[config.mk]
export PLATFORM = sky130hd
export DESIGN_NAME = quick_spi_slave
export DESIGN_NICKNAME = d
export VERILOG_FILES = /design/src/rtl/quick_spi_pkg.sv /design/src/rtl/quick_spi_sync_edge.sv /design/src/rtl/quick_spi_slave.sv
export SDC_FILE = /design/constraint.sdc
export NUM_CORES = 1
export LEC_CHECK = 0
export CAP_MARGIN = 20
export CORE_ASPECT_RATIO = 0.5
export CORE_MARGIN = 4
export CORE_UTILIZATION = 50
export DETAILED_ROUTE_END_ITERATION = 12
export GPL_TIMING_DRIVEN = 0
export PLACE_DENSITY = 0.84
export REMOVE_ABC_BUFFERS = 1
export SLEW_MARGIN = 40
export SYNTH_ARGS = -nofsm -noshare
export SYNTH_HDL_FRONTEND = slang
export SYNTH_SLANG_ARGS = --single-unit
[constraint.sdc]
create_clock -name clk -period 6.9 [get_ports clk]
set_input_delay 1.725 -clock clk [delete_from_list [all_inputs] [get_ports clk]]
set_output_delay 1.725 -clock clk [all_outputs]
set_load 0.02 [all_outputs]
[src/rtl/quick_spi_pkg.sv]
// quick_spi_pkg: shared definitions for the quick_spi master and slave.
// Contents: state encoding, byte/bit ordering constants, synchronizer depth,
// minimum sclk half-period and the word-position map used by both ends.
// Build macro: QUICK_SPI_SLAVE_SYNC3_EN selects 3-flop synchronizers.
package quick_spi_pkg;
  typedef enum logic {IDLE, ACTIVE} state_t;
  localparam bit LITTLE_ENDIAN = 1'b0;
  localparam bit BIG_ENDIAN = 1'b1;
  localparam bit MSB_FIRST = 1'b0;
  localparam bit LSB_FIRST = 1'b1;
`ifdef QUICK_SPI_SLAVE_SYNC3_EN
  localparam int SYNC_STAGES = 3;
  localparam int MIN_SCLK_HALF_PERIOD = 5;
`else
  localparam int SYNC_STAGES = 2;
  localparam int MIN_SCLK_HALF_PERIOD = 4;
`endif
  // Word bit index carried by wire position k (k = 0 is the first bit on the bus).
  function automatic int map_pos(int k, int width, bit bytes_order, bit bits_order);
    int b;
    int i;
    b = k / 8;
    i = k % 8;
    return 8 * (bytes_order == BIG_ENDIAN ? width / 8 - 1 - b : b) + (bits_order == LSB_FIRST ? i : 7 - i);
  endfunction
endpackage

[src/rtl/quick_spi_sync_edge.sv]
// quick_spi_sync_edge: multi-flop synchronizer with rise/fall detection.
// Ports: clk, reset (async, active high), d (asynchronous pin),
//        q (synchronized level), rise/fall (one-cycle pulses on q edges).
// INIT is the level the chain holds in reset.
module quick_spi_sync_edge #(
  parameter int STAGES = 2,
  parameter bit INIT = 1'b0
) (
  input  logic clk,
  input  logic reset,
  input  logic d,
  output logic q,
  output logic rise,
  output logic fall
);
  logic [STAGES-1:0] sr;
  logic q_d;
  always_ff @(posedge clk or posedge reset) begin
    if (reset) begin
      sr <= {STAGES{INIT}};
      q_d <= INIT;
    end else begin
      sr <= {sr[STAGES-2:0], d};
      q_d <= sr[STAGES-1];
    end
  end
  assign q = sr[STAGES-1];
  assign rise = q & ~q_d;
  assign fall = ~q & q_d;
endmodule

[src/rtl/quick_spi_slave.sv]
// quick_spi_slave: SPI responder oversampling sclk/ss_n/mosi in the clk domain.
// Ports: clk, reset (async, active high), enable, sclk/ss_n/mosi (bus pins),
//        miso/miso_oe (slave data + pad enable), tx_data/tx_ack (word to send,
//        pulse on capture), rx_data/rx_valid (last word, pulse on update),
//        frame_error (deselect mid-word), busy (ACTIVE).
// Build macro: QUICK_SPI_SLAVE_SYNC3_EN uses 3-flop pin synchronizers.
module quick_spi_slave
  import quick_spi_pkg::*;
#(
  parameter bit CPOL = 1'b0,
  parameter bit CPHA = 1'b0,
  parameter int DATA_WIDTH = 16,
  parameter bit BYTES_ORDER = LITTLE_ENDIAN,
  parameter bit BITS_ORDER = MSB_FIRST
) (
  input  logic                  clk,
  input  logic                  reset,
  input  logic                  enable,
  input  logic                  sclk,
  input  logic                  ss_n,
  input  logic                  mosi,
  output logic                  miso,
  output logic                  miso_oe,
  input  logic [DATA_WIDTH-1:0] tx_data,
  output logic                  tx_ack,
  output logic [DATA_WIDTH-1:0] rx_data,
  output logic                  rx_valid,
  output logic                  frame_error,
  output logic                  busy
);
  localparam int KW = $clog2(DATA_WIDTH);
  state_t state;
  logic [KW-1:0] k, k_next;
  logic [DATA_WIDTH-1:0] tx_seq, tx_perm, rx_seq, rx_word;
  logic word_done, active, last, lead, trail, sample, shift, start, deselect;
  logic sclk_rise, sclk_fall, ss_q, ss_rise, ss_fall, mosi_q;
  logic unused_sclk_level;
  logic [1:0] unused_mosi_edges;
  quick_spi_sync_edge #(.STAGES(SYNC_STAGES), .INIT(CPOL)) u_sclk (
    .clk(clk), .reset(reset), .d(sclk), .q(unused_sclk_level), .rise(sclk_rise), .fall(sclk_fall)
  );
  // Reset to 0 so ss_n held low through reset never looks like a fresh select.
  quick_spi_sync_edge #(.STAGES(SYNC_STAGES), .INIT(1'b0)) u_ss (
    .clk(clk), .reset(reset), .d(ss_n), .q(ss_q), .rise(ss_rise), .fall(ss_fall)
  );
  quick_spi_sync_edge #(.STAGES(SYNC_STAGES), .INIT(1'b0)) u_mosi (
    .clk(clk), .reset(reset), .d(mosi), .q(mosi_q), .rise(unused_mosi_edges[0]), .fall(unused_mosi_edges[1])
  );
  // Words are kept in wire order: bit k of tx_seq/rx_seq is bus position k.
  for (genvar i = 0; i < DATA_WIDTH; i++) begin : g_map
    localparam int P = map_pos(i, DATA_WIDTH, BYTES_ORDER, BITS_ORDER);
    assign tx_perm[i] = tx_data[P];
    assign rx_word[P] = rx_seq[i];
  end
  always_comb begin
    active = state == ACTIVE;
    lead = CPOL ? sclk_fall : sclk_rise;
    trail = CPOL ? sclk_rise : sclk_fall;
    sample = active && (CPHA ? trail : lead);
    shift = active && (CPHA ? lead : trail);
    last = k == KW'(DATA_WIDTH - 1);
    k_next = sample ? (last ? '0 : k + KW'(1)) : k;
    // A completed word restarts only while still selected.
    start = (!active && ss_fall) || (active && word_done && !ss_q);
    deselect = active && ss_rise;
  end
  always_ff @(posedge clk or posedge reset) begin
    if (reset) begin
      state <= IDLE;
      k <= '0;
      word_done <= 1'b0;
      tx_seq <= '0;
      rx_seq <= '0;
      miso <= 1'b0;
      miso_oe <= 1'b0;
      tx_ack <= 1'b0;
      rx_data <= '0;
      rx_valid <= 1'b0;
      frame_error <= 1'b0;
      busy <= 1'b0;
    end else begin
      tx_ack <= 1'b0;
      rx_valid <= 1'b0;
      frame_error <= 1'b0;
      if (!enable) begin
        state <= IDLE;
        k <= '0;
        word_done <= 1'b0;
        miso <= 1'b0;
        miso_oe <= 1'b0;
        busy <= 1'b0;
      end else begin
        if (word_done) begin
          rx_data <= rx_word;
          rx_valid <= 1'b1;
          word_done <= 1'b0;
        end
        if (sample) begin
          rx_seq[k] <= mosi_q;
          k <= k_next;
          if (last) word_done <= 1'b1;
        end
        if (shift) miso <= tx_seq[k];
        if (start) begin
          state <= ACTIVE;
          busy <= 1'b1;
          miso_oe <= 1'b1;
          tx_seq <= tx_perm;
          tx_ack <= 1'b1;
          k <= '0;
          if (!CPHA) miso <= tx_perm[0];
        end
        // The sample of this cycle is already folded into k_next.
        if (deselect) begin
          state <= IDLE;
          busy <= 1'b0;
          miso_oe <= 1'b0;
          miso <= 1'b0;
          k <= '0;
          frame_error <= k_next != '0;
        end
      end
    end
  end
endmodule
==> results_dict.tcl <==
set metrics [dict create \
    status "finished clean" \
    io_buffers 43 \
    p_per_area_nw_per_um2 249 \
    path_cells "clkdlybuf4s50_1" \
    ys_seq_area_share_pct 58.5 \
    synth_top_area_share_pct 58.5 \
    rows 19 \
    fin_skew_ns 0.00532 \
    grt_usage_pct 16.6 \
    grt_pass1_vias 1815 \
    whs_path_depth 0 \
    placedCellCount 316 \
    diodes 0 \
    synth.most_common_cell "dfrtp_1" \
    worstPathRequired_ns 5.18 \
    reg2reg_from "active" \
    synth_top_area_cell "dfrtp_1" \
    htree_levels 3 \
    fmax_mhz 307 \
    grt_overflow 0 \
    cp-end-kind "output port" \
    ios 44 \
    vias 1772 \
    hold_path_class "register to register" \
    area_delta_synth_final_pct 26.7 \
    post-route-period-util_pct 47.2 \
    worst_pin_slew_ns 0.718 \
    drc 0 \
    worst-endpoint-arrival_ns 1.53 \
    dieHeight_um 61.1 \
    dieArea_um2 6980 \
    synth_ff_type "dfrtp_1" \
    ys_ff_latch 66 \
    critPathLaunchType "register" \
    drv_slew 0 \
    synth_commonest_cells "dfrtp_1 (66), mux2_2 (47), nand2_1 (20)" \
    cts_hold_buf 0 \
    fillers 402 \
    vdd_ir_drop_max_mv 0.183 \
    rrSetupSlack_ns 4.89 \
    insertion_delay_ns 0.32 \
    drt_wl_total_um 5140 \
    crit_family "buffers and inverters" \
    critical-path-max-stage-delay_ns 0.68 \
    via_per_inst 5.34 \
    fin_setup_tns_ns 0 \
    holdWs_ns 0.351 \
    antenna_found_initial 0 \
    finalNonFillerCells 332 \
    rsz0062_at_grt "no" \
    clock-sinks 66 \
    slew_headroom_pct 52.0 \
    reg2reg_to "tx_seq[15]" \
    core_area_um2 5470 \
    place_congestion 0.852 \
    total_power_uw 891 \
    hold_start "u_mosi.sr[0]" \
    cts.clk_slew.worst_paths_ns 0.05 \
    setup_viol 0 \
    cp.buffers_inverters 1 \
    synth_edf_count 0 \
    synth_area_leaders "dfrtp_1 (59%), mux2_2 (19%), nand2_1 (2.7%), mux4_1 (1.9%), ha_1 (1.8%)" \
    die_w_um 114 \
    min_to "u_mosi.sr[1]" \
    finalHoldViolations 0 \
    cp_slowest_cell "clkdlybuf4s50_1" \
    start_util_pct 51.6 \
    drtIter0Drc 142 \
    fin_crit_ns 3.26 \
    cp_max_fo 13 \
    hpwlAfterDp_um 3470 \
    async_flop_share_pct 100 \
    cts_resized 0 \
    post_cts_buffers 0 \
    rr_worst_depth 4 \
    cts_root_buf "clkbuf_16" \
    drtPass1Iterations 4 \
    multi_input_area_um2 1090 \
    post_drt_wl_per_cell_um 15.5 \
    netlist_instances 208 \
    p_leak_nw 1.60 \
    syn_area_um2 2820 \
    cap_viol_max_count 0 \
    crit_type "register to output port" \
    cts_tree "yes" \
    regArea_um2 1650 \
    syn_avg_cell_area_um2 13.6 \
    synth_cell_type_count 37 \
    layout.nets 280 \
    clockBufferDepth 2 \
    grt_pass1_wl_um 8690 \
    ant_nets 0 \
    ys_warn_count 0 \
    grt_max_degree 42 \
    drive_gt1_share_pct 24.3 \
    cts_buffers 9 \
]
-- cells in the final DEF, fill, tap and decap left out, types with 2 or more instances in the layout --
cell type	n
mux2i_1	4
nand2_1	20
nor3b_1	2
and2_1	6
a2111oi_1	2
a21oi_1	4
xnor2_1	2
clkbuf_1	4
o21ai_0	5
dfrtp_1	66
inv_1	6
nor2b_1	2
mux2_2	47
nor2_1	7
and3_1	2
clkdlybuf4s50_1	43
mux4_1	2
ha_1	4
clkbuf_16	9
-- metal layers --
metal / routed length (um) / global-route usage [%] / up-vias
li1: - / - / 826
met1: 2260 / 20.1 / 878
met2: 2520 / 28.4 / 57
met3: 267 / 6.38 / 11
met4: 102 / 5.08 / 0
met5: 0 / 0 / -
-- report_power, final --
group / internal, mW / leakage (nW) / switching [mW]
sequential: 0.413 / 0.867 / 0.0165
clock: 0.252 / 0.127 / 0.145
combinational: 0.0396 / 0.605 / 0.0250
-- area by class of cell --
type | count | area share (%)
clock buffer | 14 | 7.10
sequential | 66 | 46.2
inverter | 7 | 0.805
timing repair buffer | 44 | 12.6
clock inverter | 2 | 0.350
multi-input combinational | 126 | 30.4
tap | 73 | 2.55
-- kinds of logic after synthesis --
| logic type | after synthesis | share of synthesized area (%) |
|---|---|---|
| AOI/OAI and AO/OA | 18 | 4.43 |
| and+or+nand+nor | 47 | 8.47 |
| muxes | 55 | 23.2 |
| adders and majority gates | 4 | 1.77 |
| DFF | 66 | 58.5 |
| buffers and inverters | 16 | 2.97 |
| xor gates and xnor gates | 2 | 0.621 |
-- worst reg2reg max path, stage by stage (launching register included) --
cell and delay (ns):
dfrtp_1 0.54, mux2i_1 0.13, nor2_1 0.18, and2_1 0.62, mux2_2 0.42
-- sequential cells by signal, indices dropped and copies added, names as in the netlist, 2 cells and up --
register,cells
tx_seq,16
rx_seq,16
u_ss.sr,2
rx_data,16
u_sclk.sr,2
u_mosi.sr,2
k,4
-- how the worst max path moves through the flow --
stage | cells past startpoint | slack (ns) | to | from
3_3_place_gp | 2 | 2.56 | tx_seq[10] | reset
2_1_floorplan | 1 | 3.52 | active | reset
6_report | 1 | 3.64 | miso_oe | active
4_1_cts | 1 | 3.63 | miso_oe | active
5_1_grt | 1 | 3.58 | miso_oe | active
3_5_place_dp | 3 | 3.40 | tx_seq[15] | enable
-- stage by stage --
stage	util [%]	worst slack (ns)	cell area (um^2)
floorplan	-	3.52	2770
global placement	60.1	2.56	3290
detailed placement	60.5	3.40	3310
CTS	65.4	3.63	3580
global route	65.4	3.58	3580
finish	65.4	3.64	3580
(Power assumes the default switching activity.)
